$ cat src/rtl/opf_pkg.sv
// Shared definitions for the operand-fetch/writeback stage: opcodes,
// instruction field positions and the E1 pipeline record.
package opf_pkg;

  localparam int unsigned REG_IDX_W = 3;
  localparam int unsigned DATA_W    = 16;

  localparam logic [3:0] OP_ADD = 4'h0;
  localparam logic [3:0] OP_SUB = 4'h1;
  localparam logic [3:0] OP_AND = 4'h2;
  localparam logic [3:0] OP_OR  = 4'h3;
  localparam logic [3:0] OP_XOR = 4'h4;
  localparam logic [3:0] OP_SHL = 4'h5;
  localparam logic [3:0] OP_SHR = 4'h6;
  localparam logic [3:0] OP_MOV = 4'h7;
  localparam logic [3:0] OP_LDI = 4'h8;

  localparam int unsigned OPC_MSB = 15;
  localparam int unsigned OPC_LSB = 12;
  localparam int unsigned RD_MSB  = 11;
  localparam int unsigned RD_LSB  = 9;
  localparam int unsigned RS1_MSB = 8;
  localparam int unsigned RS1_LSB = 6;
  localparam int unsigned RS2_MSB = 5;
  localparam int unsigned RS2_LSB = 3;
  localparam int unsigned IMM_MSB = 8;

  typedef struct packed {
    logic [3:0]           opcode;
    logic [REG_IDX_W-1:0] rd;
    logic [DATA_W-1:0]    src1;
    logic [DATA_W-1:0]    src2;
    logic [DATA_W-1:0]    imm;
    logic                 writes_rd;
  } e1_t;

  typedef enum logic {
    E1_EMPTY = 1'b0,
    E1_FULL  = 1'b1
  } e1_state_e;

  // Only ALU opcodes up to LDI write back, and r0 is never a real destination.
  function automatic logic writes_reg(input logic [3:0] op, input logic [REG_IDX_W-1:0] rd);
    return (op <= OP_LDI) && (rd != '0);
  endfunction

endpackage

$ cat src/rtl/operand_fetch_wb_if.sv
// Instruction-issue and result-commit handshakes of operand_fetch_wb.
interface operand_fetch_wb_if;
  logic        instr_valid;
  logic        instr_ready;
  logic [15:0] instr;
  logic        res_valid;
  logic        res_ready;
  logic [15:0] res_data;
  logic [2:0]  res_rd;

  modport master (
    output instr_valid, instr, res_ready,
    input  instr_ready, res_valid, res_data, res_rd
  );

  modport slave (
    input  instr_valid, instr, res_ready,
    output instr_ready, res_valid, res_data, res_rd
  );
endinterface

$ cat src/rtl/opf_regfile.sv
// 8 x 16 register file: one write port, three combinational read ports,
// r0 reads as zero.
module opf_regfile
  import opf_pkg::*;
#(
  parameter int unsigned NREGS = 8
) (
  input  logic                 clk,
  input  logic                 rst_n,
  input  logic                 wr_en,
  input  logic [REG_IDX_W-1:0] wr_addr,
  input  logic [DATA_W-1:0]    wr_data,
  input  logic [REG_IDX_W-1:0] rd1_addr,
  output logic [DATA_W-1:0]    rd1_data,
  input  logic [REG_IDX_W-1:0] rd2_addr,
  output logic [DATA_W-1:0]    rd2_data,
  input  logic [REG_IDX_W-1:0] dbg_addr,
  output logic [DATA_W-1:0]    dbg_data
);

  logic [DATA_W-1:0] regs [NREGS];

  always_ff @(posedge clk or negedge rst_n) begin
    if (!rst_n) begin
      regs <= '{default: '0};
    end else if (wr_en && (wr_addr != '0)) begin
      regs[wr_addr] <= wr_data;
    end
  end

  always_comb begin
    rd1_data = (rd1_addr == '0) ? '0 : regs[rd1_addr];
    rd2_data = (rd2_addr == '0) ? '0 : regs[rd2_addr];
    dbg_data = (dbg_addr == '0) ? '0 : regs[dbg_addr];
  end

endmodule

$ cat src/rtl/operand_fetch_wb.sv
// Operand fetch / writeback stage around the external ALU with one pipeline
// register (E1). Define OPF_FORWARD_EN to forward instead of stalling on hazards.
module operand_fetch_wb
  import opf_pkg::*;
#(
  parameter int unsigned NREGS = 8
) (
  input  logic                 clk,
  input  logic                 rst_n,
  operand_fetch_wb_if.slave    bus,
  output logic [3:0]           alu_opcode,
  output logic [DATA_W-1:0]    alu_src1,
  output logic [DATA_W-1:0]    alu_src2,
  output logic [DATA_W-1:0]    alu_immediate,
  input  logic [DATA_W-1:0]    alu_result,
  input  logic                 alu_carry,
  output logic                 carry_flag,
  input  logic [REG_IDX_W-1:0] dbg_addr,
  output logic [DATA_W-1:0]    dbg_data
);

  e1_state_e state_q, state_d;
  e1_t       e1_q, e1_d;

  logic [3:0]           dec_op;
  logic [REG_IDX_W-1:0] dec_rd, dec_rs1, dec_rs2;
  logic [DATA_W-1:0]    dec_imm;
  logic [DATA_W-1:0]    rf_rs1, rf_rs2, op_src1, op_src2;
  logic                 accept, commit, hazard, wr_en;

  assign dec_op  = bus.instr[OPC_MSB:OPC_LSB];
  assign dec_rd  = bus.instr[RD_MSB:RD_LSB];
  assign dec_rs1 = bus.instr[RS1_MSB:RS1_LSB];
  assign dec_rs2 = bus.instr[RS2_MSB:RS2_LSB];
  assign dec_imm = {{7{bus.instr[IMM_MSB]}}, bus.instr[IMM_MSB:0]};

  assign commit = (state_q == E1_FULL) && bus.res_ready;
  assign wr_en  = commit && e1_q.writes_rd;

  opf_regfile #(.NREGS(NREGS)) u_regfile (
    .clk      (clk),
    .rst_n    (rst_n),
    .wr_en    (wr_en),
    .wr_addr  (e1_q.rd),
    .wr_data  (alu_result),
    .rd1_addr (dec_rs1),
    .rd1_data (rf_rs1),
    .rd2_addr (dec_rs2),
    .rd2_data (rf_rs2),
    .dbg_addr (dbg_addr),
    .dbg_data (dbg_data)
  );

  // writes_rd already excludes r0, so a match implies a nonzero source index.
`ifdef OPF_FORWARD_EN
  assign op_src1 = (wr_en && (dec_rs1 == e1_q.rd)) ? alu_result : rf_rs1;
  assign op_src2 = (wr_en && (dec_rs2 == e1_q.rd)) ? alu_result : rf_rs2;
  assign hazard  = 1'b0;
`else
  assign op_src1 = rf_rs1;
  assign op_src2 = rf_rs2;
  assign hazard  = wr_en && ((dec_rs1 == e1_q.rd) || (dec_rs2 == e1_q.rd));
`endif

  assign bus.instr_ready = ((state_q == E1_EMPTY) || commit) && !hazard;
  assign accept          = bus.instr_valid && bus.instr_ready;

  always_comb begin
    state_d = state_q;
    e1_d    = e1_q;
    if (accept) begin
      state_d        = E1_FULL;
      e1_d.opcode    = dec_op;
      e1_d.rd        = dec_rd;
      e1_d.src1      = op_src1;
      e1_d.src2      = op_src2;
      e1_d.imm       = dec_imm;
      e1_d.writes_rd = writes_reg(dec_op, dec_rd);
    end else if (commit) begin
      state_d = E1_EMPTY;
    end
  end

  always_ff @(posedge clk or negedge rst_n) begin
    if (!rst_n) begin
      state_q <= E1_EMPTY;
      e1_q    <= '0;
    end else begin
      state_q <= state_d;
      e1_q    <= e1_d;
    end
  end

  always_ff @(posedge clk or negedge rst_n) begin
    if (!rst_n) begin
      carry_flag <= 1'b0;
    end else if (commit && (e1_q.opcode == OP_SUB)) begin
      carry_flag <= alu_carry;
    end
  end

  assign alu_opcode    = e1_q.opcode;
  assign alu_src1      = e1_q.src1;
  assign alu_src2      = e1_q.src2;
  assign alu_immediate = e1_q.imm;
  assign bus.res_valid = (state_q == E1_FULL);
  assign bus.res_data  = alu_result;
  assign bus.res_rd    = e1_q.rd;

endmodule
$ cat src/flat_wrapper.sv
// flat-port wrapper written by rule: the top's interface ports become plain ports
module operand_fetch_wb_flat import opf_pkg::*;
#(
  parameter int unsigned NREGS = 8
)
  (clk, rst_n, alu_opcode, alu_src1, alu_src2, alu_immediate, alu_result, alu_carry, carry_flag, dbg_addr, dbg_data, bus_instr_valid, bus_instr, bus_res_ready, bus_instr_ready, bus_res_valid, bus_res_data, bus_res_rd);
  operand_fetch_wb_if bus_i ();
  input  logic clk;
  input  logic rst_n;
  output logic [3:0] alu_opcode;
  output logic [DATA_W-1:0] alu_src1;
  output logic [DATA_W-1:0] alu_src2;
  output logic [DATA_W-1:0] alu_immediate;
  input  logic [DATA_W-1:0] alu_result;
  input  logic alu_carry;
  output logic carry_flag;
  input  logic [REG_IDX_W-1:0] dbg_addr;
  output logic [DATA_W-1:0] dbg_data;
  input wire logic [$bits(bus_i.instr_valid)-1:0] bus_instr_valid;
  input wire logic [$bits(bus_i.instr)-1:0] bus_instr;
  input wire logic [$bits(bus_i.res_ready)-1:0] bus_res_ready;
  output wire logic [$bits(bus_i.instr_ready)-1:0] bus_instr_ready;
  output wire logic [$bits(bus_i.res_valid)-1:0] bus_res_valid;
  output wire logic [$bits(bus_i.res_data)-1:0] bus_res_data;
  output wire logic [$bits(bus_i.res_rd)-1:0] bus_res_rd;
  assign bus_i.instr_valid = bus_instr_valid;
  assign bus_i.instr = bus_instr;
  assign bus_i.res_ready = bus_res_ready;
  assign bus_instr_ready = bus_i.instr_ready;
  assign bus_res_valid = bus_i.res_valid;
  assign bus_res_data = bus_i.res_data;
  assign bus_res_rd = bus_i.res_rd;
  operand_fetch_wb #(.NREGS(NREGS)) u_core (.clk(clk), .rst_n(rst_n), .bus(bus_i), .alu_opcode(alu_opcode), .alu_src1(alu_src1), .alu_src2(alu_src2), .alu_immediate(alu_immediate), .alu_result(alu_result), .alu_carry(alu_carry), .carry_flag(carry_flag), .dbg_addr(dbg_addr), .dbg_data(dbg_data));
endmodule
$ cat config.mk
export PLATFORM = sky130hd
export DESIGN_NAME = operand_fetch_wb_flat
export DESIGN_NICKNAME = d
export VERILOG_FILES = /design/src/rtl/opf_pkg.sv /design/src/rtl/operand_fetch_wb_if.sv /design/src/rtl/opf_regfile.sv /design/src/rtl/operand_fetch_wb.sv /design/src/flat_wrapper.sv
export SDC_FILE = /design/constraint.sdc
export NUM_CORES = 1
export LEC_CHECK = 0
export CORE_MARGIN = 2
export CORE_UTILIZATION = 56
export DETAILED_ROUTE_END_ITERATION = 7
export PLACE_DENSITY = 0.81
export SLEW_MARGIN = 20
export SYNTH_ARGS = -nofsm -noshare
export SYNTH_HDL_FRONTEND = slang
export SYNTH_HIERARCHICAL = 1
export SYNTH_SLANG_ARGS = --single-unit
$ cat constraint.sdc
create_clock -name clk -period 2 [get_ports clk]
set_clock_uncertainty 0.05 [all_clocks]
set_input_delay 0.3 -clock clk [delete_from_list [all_inputs] [get_ports clk]]
set_output_delay 0.3 -clock clk [all_outputs]
set_load 0.05 [all_outputs]
==> reports/results.ini <==
[clock_tree]
clockRootBuffer = clkbuf_16
cts_buffers = 17
clk_latency_ps = 440
cts-htree-levels = 4
cts_tree = built
path_clk_slew_ps = 60
clockBufferDepth = 2
clock-sinks = 163

[setup_path]
critPathBufInv = 2
crit_path_end_kind = primary output
slowest_stage = dfrtp_1
crit_family = flip-flops
critical_path_class = reg -> out
cpMostUsedCell = a221oi_4
cpPeakStageDelay_ps = 410
cp_max_fo = 3
start_kind = register
cp.required_ps = 1650
path_cells = mux2_4, a221oi_4, buf_4, a221oi_4, buf_6
arrival_ps = 1770

[die]
start_util = 0.577
core-area_um2 = 17400
die_w_um = 138
ios = 130
fp.dieH_um = 138
dieArea_um2 = 19000
placementRows = 48

[sta]
hold_viol = 0
timing.fmax_ghz = 0.471
drv_slew = 0
fin_tns_setup_ps = -802
rsz0062_at_grt = true
fin_crit_ps = 2120
worstMarginPinSlew_ps = 584
setup_viol = 11
fin_ws_ps = -122
fin_crit_sh = 1.06
slew_headroom = 0.611

[grt]
grt_max_degree = 54
grt.met2_usage = 0.515
grt_busiest_layer = met2
grt_pass1_wl_um = 44900
grt-ovfl-total = 0
use_met1 = 0.400
grt_usage = 0.316
antenna_found_initial = 0
grt_pass1_vias = 7958
use_met3 = 0.0699

[placed_design]
place_congestion = 0.853
port_buffers = 129
place_hpwl_um = 18600

[outcome]
violations = negative setup slack
status = complete, but fails checks

[finish]
area_growth_pct = 30.2
layout.cells.most_common = dfrtp_1
final_core_util = 0.751
final_nets = 947
n_antenna_cell = 0
drive_gt1_frac = 0.507
mostFrequentLayoutCells = dfrtp_1 (159), mux2_2 (128), buf_4 (118), mux2_4 (81), mux2i_1 (80)

[route]
wl_per_cell_um = 26.2
drc = 0
via_per_inst = 6.67
drt-total-wl_um = 30000
ant_nets = 0
drtIter0Drc = 731
drtPass1Iterations = 8
vias = 7620

[synthesis]
synth_xor_area_frac = 0.00525
synth_top_family_by_area = multiplexers
ys_seq_area_frac = 0.408
yosys_warnings = 6
synth_compound_area_frac = 0.0969
synth_cells = 761
mappedNetlistNets = 801
netlist_area_um2 = 10000
ys_seq_elements = 163
synth.avg_cell_area_um2 = 13.1
synth_mux_area_frac = 0.342
yosys.area_share.simple = 0.0383
synth_fa_ha_area_frac = 0
synth_cell_type_count = 41

[job]
cap_violations = 0

[power_and_ir_drop]
power.density_nw_per_um2 = 1340
ir_drop_mv = 0.828
p_leak_uw = 0.00607

[worst_hold_path]
hold_path_class = in -> reg

## repair_timing
item                                   4_1_cts  5_1_grt
setup endpoints to repair                   33       32
resized for setup                           64       29
setup buffers                               21       13
pin swaps                                    9       13
hold buffers                                 1        0
endpoints found under the hold margin       46        0
## worst paths after layout
kind                                                        start                                   end  slack (ps)  depth (start not counted)
max in group asynchronous                                   rst_n      u_core/bus.res_rd[1]$_DFFE_PN0P_         860                          3
hold reg to reg               u_core/alu_immediate[1]$_DFFE_PN0P_   u_core/alu_immediate[1]$_DFFE_PN0P_         460                          1
min in group asynchronous                                   rst_n  u_core/u_regfile/regs[7]$_DFFE_PN0P_         340                          2
setup / recovery            u_core/u_regfile/regs[91]$_DFFE_PN0P_                          dbg_data[11]        -120                          5
hold / removal                                       bus_instr[7]   u_core/alu_immediate[7]$_DFFE_PN0P_         200                          2
setup reg to reg           u_core/u_regfile/regs[110]$_DFFE_PN0P_       u_core/alu_src1[14]$_DFFE_PN0P_         -10                          5
## final cells by class
cell class | instances | area (um^2)
Timing Repair Buffer | 265 | 2770
Tap cell | 225 | 282
Clock inverter | 9 | 130
Fill cell | 968 | 4330
Clock buffer | 21 | 460
Multi-Input combinational cell | 458 | 5290
Sequential cell | 163 | 4080
Inverter | 2 | 7.51
## registers in the layout (all words and copies together), names as in the netlist
signal,flops
u_core/carry_flag,1
u_core/alu_immediate,9
u_core/bus.res_rd,3
u_core/alu_opcode,4
u_core/u_regfile/regs,112
u_core/alu_src2,16
u_core/alu_src1,16
u_core/bus.res_valid,1
u_core/e1_q,1
## layer usage
metal	wire length, um	vias to the layer above	share of wire
met5	0	-	0
met4	1150	0	0.038
met3	2270	123	0.076
met2	14900	508	0.50
met1	11700	3851	0.39
li1	-	3138	-
## worst reg2reg max path: stages, from the launching register on
cell,delay [ps]
dfrtp_1,420
buf_4,170
mux2_2,300
a221oi_1,530
a311oi_1,130
mux2_4,280
## logic make-up after synthesis
group           after synthesis
mux                         290
simple gates                 47
flops                       163
buf+inv                     140
compound gates              115
xor+xnor                      6
## where the power goes
part / internal, uW / total (uW) / switching, uW / leakage [uW]
Sequential: 4650 / 6050 / 1400 / 0.00205
Combinational: 3960 / 8080 / 4120 / 0.00373
Clock: 2010 / 3370 / 1350 / 0.000289
## cells in the mapped netlist, drive strengths merged
library cell,count,area share
nor4b,1,0.00088
nand4,3,0.0025
a211oi,17,0.013
a221oi,75,0.066
or3,1,0.00063
buf,126,0.10
xnor2,6,0.0053
a21oi,3,0.0015
nand2,4,0.0015
a311oi,16,0.014
inv,2,0.00075
nor3,2,0.0021
nor2b,21,0.014
dfrtp,163,0.41
and4b,1,0.0010
mux2,210,0.26
and2,2,0.0013
and2b,1,0.00088
and3b,1,0.00088
a22o,2,0.0018
nor2,1,0.00037
and4bb,2,0.0025
nand2b,1,0.00063
and3,1,0.00075
nand4b,3,0.0071
a31oi,2,0.0013
or2,1,0.00063
nand3,1,0.00050
mux2i,80,0.080
clkbuf,12,0.0046
## metrics by stage
stage	hold slack, ps	power [uW]	instance area, um^2	setup slack, ps	instances
finish	196	17500	13000	-122	1143
CTS	172	17000	12800	-135	1131
detailed placement	230	13100	11800	-370	1080
floorplan	-45.6	11400	10200	-234	761
global placement	214	12800	11800	-320	1080
global route	196	18100	13000	-149	1143
Note: power is estimated with default switching activity, not from simulation.
